--- src/rtl/uart_cmd_responder_pkg.sv ---
// Shared constants and state encoding for the UART command responder.
package uart_cmd_responder_pkg;

    localparam int unsigned BYTE_W = 8;

    localparam logic [BYTE_W-1:0] OP_WRITE = 8'h57;
    localparam logic [BYTE_W-1:0] OP_READ  = 8'h52;
    localparam logic [BYTE_W-1:0] RSP_ACK  = 8'h06;
    localparam logic [BYTE_W-1:0] RSP_NAK  = 8'h15;

    typedef enum logic [1:0] {
        IDLE,
        GET_ADDR,
        GET_DATA,
        RESPOND
    } resp_state_t;

    function automatic logic is_opcode(input logic [BYTE_W-1:0] b);
        return (b == OP_WRITE) || (b == OP_READ);
    endfunction

endpackage

--- src/rtl/uart_cmd_responder_timer.sv ---
// Mid-frame inactivity timer: counts cycles without a pop while a frame is open.
module uart_frame_timer #(
    parameter int unsigned TIMEOUT_CYCLES = 1_000_000
) (
    input  logic clk,
    input  logic reset,
    input  logic clear,
    input  logic run,
    output logic expired
);

    localparam int unsigned CW = $clog2(TIMEOUT_CYCLES + 1);

    logic [CW-1:0] count;

    always_ff @(posedge clk) begin
        if (reset || clear) begin
            count <= '0;
        end else if (run && !expired) begin
            count <= count + CW'(1);
        end
    end

    // Fires on the idle cycle that brings the count up to TIMEOUT_CYCLES.
    assign expired = run && !clear && (count == CW'(TIMEOUT_CYCLES - 1));

endmodule

--- src/rtl/uart_cmd_responder.sv ---
// Pops write/read command frames from the RX FIFO, executes them against a
// byte-wide register file and pushes one response byte per frame to the TX FIFO.
module uart_cmd_responder
    import uart_cmd_responder_pkg::*;
#(
    parameter int unsigned NUM_REGS       = 16,
    parameter int unsigned TIMEOUT_CYCLES = 1_000_000
) (
    input  logic                  clk,
    input  logic                  reset,
    input  logic [BYTE_W-1:0]     rx_data,
    input  logic                  rx_empty,
    output logic                  rx_rd,
    output logic [BYTE_W-1:0]     tx_data,
    output logic                  tx_wr,
    input  logic                  tx_full,
    output logic [NUM_REGS*8-1:0] regs_q,
    output logic                  busy,
    output logic                  proto_err
);

    localparam int unsigned AW = $clog2(NUM_REGS);

    resp_state_t       state, state_d;
    logic              is_write, is_write_d;
    logic [BYTE_W-1:0] addr, addr_d;
    logic [BYTE_W-1:0] tx_data_d;
    logic              tx_wr_d, rx_rd_d, proto_err_d, busy_d;
    logic              reg_we;
    logic              tmr_clear, tmr_run, tmr_expired;
    logic [BYTE_W-1:0] regs [NUM_REGS];

    function automatic logic addr_ok(input logic [BYTE_W-1:0] a);
        return {1'b0, a} < 9'(NUM_REGS);
    endfunction

    assign tmr_clear = !((state == GET_ADDR) || (state == GET_DATA)) || rx_rd;
    assign tmr_run   = !tmr_clear;

    uart_frame_timer #(
        .TIMEOUT_CYCLES(TIMEOUT_CYCLES)
    ) u_timer (
        .clk    (clk),
        .reset  (reset),
        .clear  (tmr_clear),
        .run    (tmr_run),
        .expired(tmr_expired)
    );

    // Next-state and registered-output decode.
    always_comb begin
        state_d     = state;
        is_write_d  = is_write;
        addr_d      = addr;
        tx_data_d   = tx_data;
        tx_wr_d     = 1'b0;
        proto_err_d = 1'b0;
        reg_we      = 1'b0;

        unique case (state)
            IDLE: begin
                if (rx_rd) begin
                    if (is_opcode(rx_data)) begin
                        is_write_d = (rx_data == OP_WRITE);
                        state_d    = GET_ADDR;
                    end else begin
                        tx_data_d   = RSP_NAK;
                        proto_err_d = 1'b1;
                        tx_wr_d     = !tx_full;
                        state_d     = RESPOND;
                    end
                end
            end
            GET_ADDR: begin
                if (rx_rd) begin
                    addr_d = rx_data;
                    if (is_write) begin
                        state_d = GET_DATA;
                    end else begin
                        state_d = RESPOND;
                        tx_wr_d = !tx_full;
                        if (addr_ok(rx_data)) begin
                            tx_data_d = regs[rx_data[AW-1:0]];
                        end else begin
                            tx_data_d   = RSP_NAK;
                            proto_err_d = 1'b1;
                        end
                    end
                end else if (tmr_expired) begin
                    state_d     = IDLE;
                    proto_err_d = 1'b1;
                end
            end
            GET_DATA: begin
                if (rx_rd) begin
                    state_d = RESPOND;
                    tx_wr_d = !tx_full;
                    if (addr_ok(addr)) begin
                        reg_we    = 1'b1;
                        tx_data_d = RSP_ACK;
                    end else begin
                        tx_data_d   = RSP_NAK;
                        proto_err_d = 1'b1;
                    end
                end else if (tmr_expired) begin
                    state_d     = IDLE;
                    proto_err_d = 1'b1;
                end
            end
            RESPOND: begin
                if (tx_wr) begin
                    state_d = IDLE;
                end else begin
                    tx_wr_d = !tx_full;
                end
            end
            default: state_d = IDLE;
        endcase

        // The FIFO only drains through our pops, so a non-empty flag seen now
        // still holds next cycle; skipping a cycle after each pop lets it update.
        rx_rd_d = (state_d != RESPOND) && !rx_empty && !rx_rd;
        busy_d  = (state_d != IDLE);
    end

    always_ff @(posedge clk) begin
        if (reset) begin
            state     <= IDLE;
            is_write  <= 1'b0;
            addr      <= '0;
            tx_data   <= '0;
            tx_wr     <= 1'b0;
            rx_rd     <= 1'b0;
            proto_err <= 1'b0;
            busy      <= 1'b0;
        end else begin
            state     <= state_d;
            is_write  <= is_write_d;
            addr      <= addr_d;
            tx_data   <= tx_data_d;
            tx_wr     <= tx_wr_d;
            rx_rd     <= rx_rd_d;
            proto_err <= proto_err_d;
            busy      <= busy_d;
        end
    end

    always_ff @(posedge clk) begin
        if (reset) begin
            for (int unsigned i = 0; i < NUM_REGS; i++) begin
                regs[i] <= '0;
            end
        end else if (reg_we) begin
            regs[addr[AW-1:0]] <= rx_data;
        end
    end

    for (genvar g = 0; g < NUM_REGS; g++) begin : g_flat
        assign regs_q[8*g +: 8] = regs[g];
    end

endmodule

--- config.mk ---
export PLATFORM = sky130hd
export DESIGN_NAME = uart_cmd_responder
export DESIGN_NICKNAME = d
export VERILOG_FILES = /design/src/rtl/uart_cmd_responder_pkg.sv /design/src/rtl/uart_cmd_responder_timer.sv /design/src/rtl/uart_cmd_responder.sv
export SDC_FILE = /design/constraint.sdc
export NUM_CORES = 1
export LEC_CHECK = 0
export ABC_AREA = 1
export BUFFER_PORTS_ARGS = -buffer_cell sky130_fd_sc_hd__buf_4
export CAP_MARGIN = 10
export CORE_ASPECT_RATIO = 0.75
export CORE_MARGIN = 3
export CORE_UTILIZATION = 35
export DETAILED_ROUTE_END_ITERATION = 10
export GPL_TIMING_DRIVEN = 0
export PLACE_DENSITY = 0.53
export SLEW_MARGIN = 20
export SYNTH_ARGS = -nofsm -noshare
export SYNTH_HDL_FRONTEND = slang
export SYNTH_SLANG_ARGS = --single-unit
export TNS_END_PERCENT = 30
--- constraint.sdc ---
create_clock -name clk -period 3.5 [get_ports clk]
set_clock_uncertainty 0.2 [all_clocks]
set_input_delay 0 -clock clk [delete_from_list [all_inputs] [get_ports clk]]
set_output_delay 0 -clock clk [all_outputs]
set_load 0.03 [all_outputs]
==> results.cfg <==
[die]
ios = 152
dieHeight_um = 139
initial_core_util = 0.365
core.rowCount = 47
die_x_um = 183
fp.coreArea_mm2 = 0.0226
dieArea_mm2 = 0.0254

[clock_tree]
hold_buffers = 11
clk-insertion-delay-late_ns = 0.44
h-tree-depth = 4
clockRootBuffer = clkbuf_16
clk_pin_slew_ns = 0.07
cts_tree = built
clock-sinks = 171
post_cts_buffers = 0
cts_buffers = 17
clk_path_buf_depth = 2
cts-resized-gates = 0

[synthesis]
synth_top_cell_by_area = edfxtp_1
avgSynthCellArea_um2 = 8.29
yosysUniqueCellTypes = 34
synthTopCellsByCount = nor2_1, nand2_1, edfxtp_1, inv_1, a21oi_1
ys_warn_count = 0
ys.flop_type = edfxtp_1
synth-edff-count = 128
async_reset_ff_frac = 0
synth_fp_nets = 1012
synth_seq_cells = 171
synth.cell_area_mm2 = 0.00824
synth.most_common_cell = nor2_1
yosys-top-cells-area = edfxtp_1, nor2_1, nand2_1
yosysSeqAreaShare = 0.571
synth_top_area_share = 0.467
synth_cells = 994

[outcome]
outcome = finished, final reports clean

[pwr]
power_frac_clock = 0.393
cellLeakagePower_nw = 4.38
p_sw_frac = 0.291
combinationalPowerShare = 0.134
p_switching_mw = 1.41
powerDensity_mw_per_mm2 = 464
vdd_drop_max_mv = 0.291
seq_power_share = 0.473
p_int_mw = 3.43

[timing]
hold_viol = 0
min_period_ns = 2.93
maxSlewViolCount = 0
slew_headroom = 0.352
fmax_ghz = 0.341
post-route-period-util = 0.838
worst_pin_slew_ns = 0.972
setup_viol = 0
finalWorstSetupSlack_ns = 0.568
whs_ns = 0.0504
rsz0062_at_grt = no
setup_tns_ns = 0

[route]
drt-vias-per-instance = 5.12
drc = 0
num_vias = 7579
drt_first_iter_violations = 673
ant_nets = 0
routedWlPerCell_um = 19.8
routed_wl_um = 29300
drt-pass1-iter-count = 5

[placed_design]
place.gp.congestion = 0.915
io_buffers = 150
dp_hpwl_um = 22100
dp_slack_ns = 0.569
placed_cell_area_mm2 = 0.00973

[setup_path]
crit_type = reg2reg
r2r_slack_ns = 0.57
reg2reg_depth = 8
slowest_stage = nand2_1
r2r-start = state[0]$_SDFF_PP0_
crit_required_ns = 3.40
endpoint_kind = flop
cp_max_fo = 9
max_stage_delay_ns = 0.40
worstPathArrival_ns = 2.84
crit_chain = inv_1, ha_1, inv_1, nor2_1, nand3_1, nor3_2, nand2_1, nand2_1
reg2reg_to = regs[7][4]$_SDFFCE_PN0P_
cp-start-kind = flop

[hold_path]
min_path_type = in2reg
hold_start = rx_data[0]
hold_path_end = proto_err$_SDFF_PP0_
min_path_cells = 7

[global_routing]
grt_overflow = 0
grt.total_usage = 0.228
antenna_found_initial = 0
grt_max_degree = 18
grt_pass1_vias = 7045
grt_pass1_wl_um = 43200

[layout]
drive_above_1_share = 0.184
fin_area_mm2 = 0.0104
syn_to_final_growth_pct = 26.6
nNetsFinal = 1192
diodes = 0

[run]
cap_viol_max_count = 0
## cells by family (layout without fill, tap and decap cells)
| kind of cell | after synthesis | count (layout) | share of synthesized area |
|---|---|---|---|
| AO/OA/AOI/OAI | 94 | 94 | 0.0585 |
| XOR/XNOR | 10 | 10 | 0.0106 |
| adder cells (fa/ha/maj) | 6 | 6 | 0.00911 |
| buffers and inverters | 123 | 316 | 0.0626 |
| flip-flops | 171 | 171 | 0.571 |
| AND/OR/NAND/NOR | 590 | 590 | 0.288 |
## stage by stage
step                std cells  utilization  total power, mW
finish                   1481        0.462             4.84
global route             1481        0.462             5.00
CTS                      1481        0.462             4.85
detailed placement       1438        0.431             2.97
global placement         1438        0.431             2.97
floorplan                 994            -             2.70
## worst max path at each step
stage	startpoint	to
final	state[0]$_SDFF_PP0_	regs[7][4]$_SDFFCE_PN0P_
after global routing	state[0]$_SDFF_PP0_	regs[7][4]$_SDFFCE_PN0P_
after CTS	state[0]$_SDFF_PP0_	regs[7][4]$_SDFFCE_PN0P_
after detailed placement	state[0]$_SDFF_PP0_	regs[7][4]$_SDFFCE_PN0P_
after global placement	state[0]$_SDFF_PP0_	regs[7][3]$_SDFFCE_PN0P_
after floorplan	state[0]$_SDFF_PP0_	regs[10][0]$_SDFFCE_PN0P_
## registers in the layout, summed over array words and instances, names as in the netlist, 2 cells and up
| signal | flops |
|---|---|
| addr | 8 |
| regs | 128 |
| tx_data | 8 |
| state | 2 |
| u_timer.count | 20 |
## power groups by stage
stage	combinational [mW]	sequential [mW]	clock, mW
5_1_grt	0.695	2.30	2.01
2_1_floorplan	0.260	2.44	0
3_3_place_gp	0.632	2.33	0
3_5_place_dp	0.632	2.33	0
4_1_cts	0.643	2.29	1.92
6_report	0.648	2.29	1.90
## cell type report
type	count	area, um2
tap	294	368
multi-input combinational	700	3020
inverter	82	308
clock inverter	14	159
buffer	41	208
timing repair buffer	161	1240
sequential	171	4700
clock buffer	18	429
fill	2301	12200
## per-layer routing
layer / wire (um) / vias to the layer above / track usage
met5: 0 / - / 0
met4: 422 / 0 / 0.0589
met3: 2500 / 30 / 0.0475
met2: 12200 / 342 / 0.318
met1: 14200 / 3625 / 0.357
li1: - / 3582 / -
## worst max-delay path: cells and delay by family (launching register included)
family / cells / cell delay [ns]
simple gates: 5 / 1.58
buf+inv: 2 / 0.26
flops: 1 / 0.33
fa+ha+maj: 1 / 0.24
## layout by cell type, fill, tap and decap left out, types with 2 or more instances in the layout
| cell type | n |
|---|---|
| a21oi_1 | 50 |
| a31oi_1 | 2 |
| buf_1 | 4 |
| buf_2 | 13 |
| buf_4 | 156 |
| buf_6 | 2 |
| clkbuf_1 | 17 |
| clkbuf_16 | 17 |
| clkinv_1 | 4 |
| clkinv_4 | 2 |
| clkinv_8 | 2 |
| clkinvlp_4 | 4 |
| dfxtp_1 | 43 |
| dlygate4sd3_1 | 11 |
| edfxtp_1 | 128 |
| ha_1 | 6 |
| inv_1 | 72 |
| inv_2 | 6 |
| inv_6 | 3 |
| inv_8 | 2 |
| nand2_1 | 238 |
| nand2_2 | 2 |
| nand3_1 | 45 |
| nand4_1 | 13 |
| nor2_1 | 269 |
| nor2_2 | 2 |
| nor3_1 | 10 |
| nor3_2 | 4 |
| o21ai_0 | 23 |
| o21ai_1 | 16 |
| or2_2 | 2 |
| xnor2_1 | 6 |
| xor2_1 | 4 |
Power figures use the tool's default switching activity.
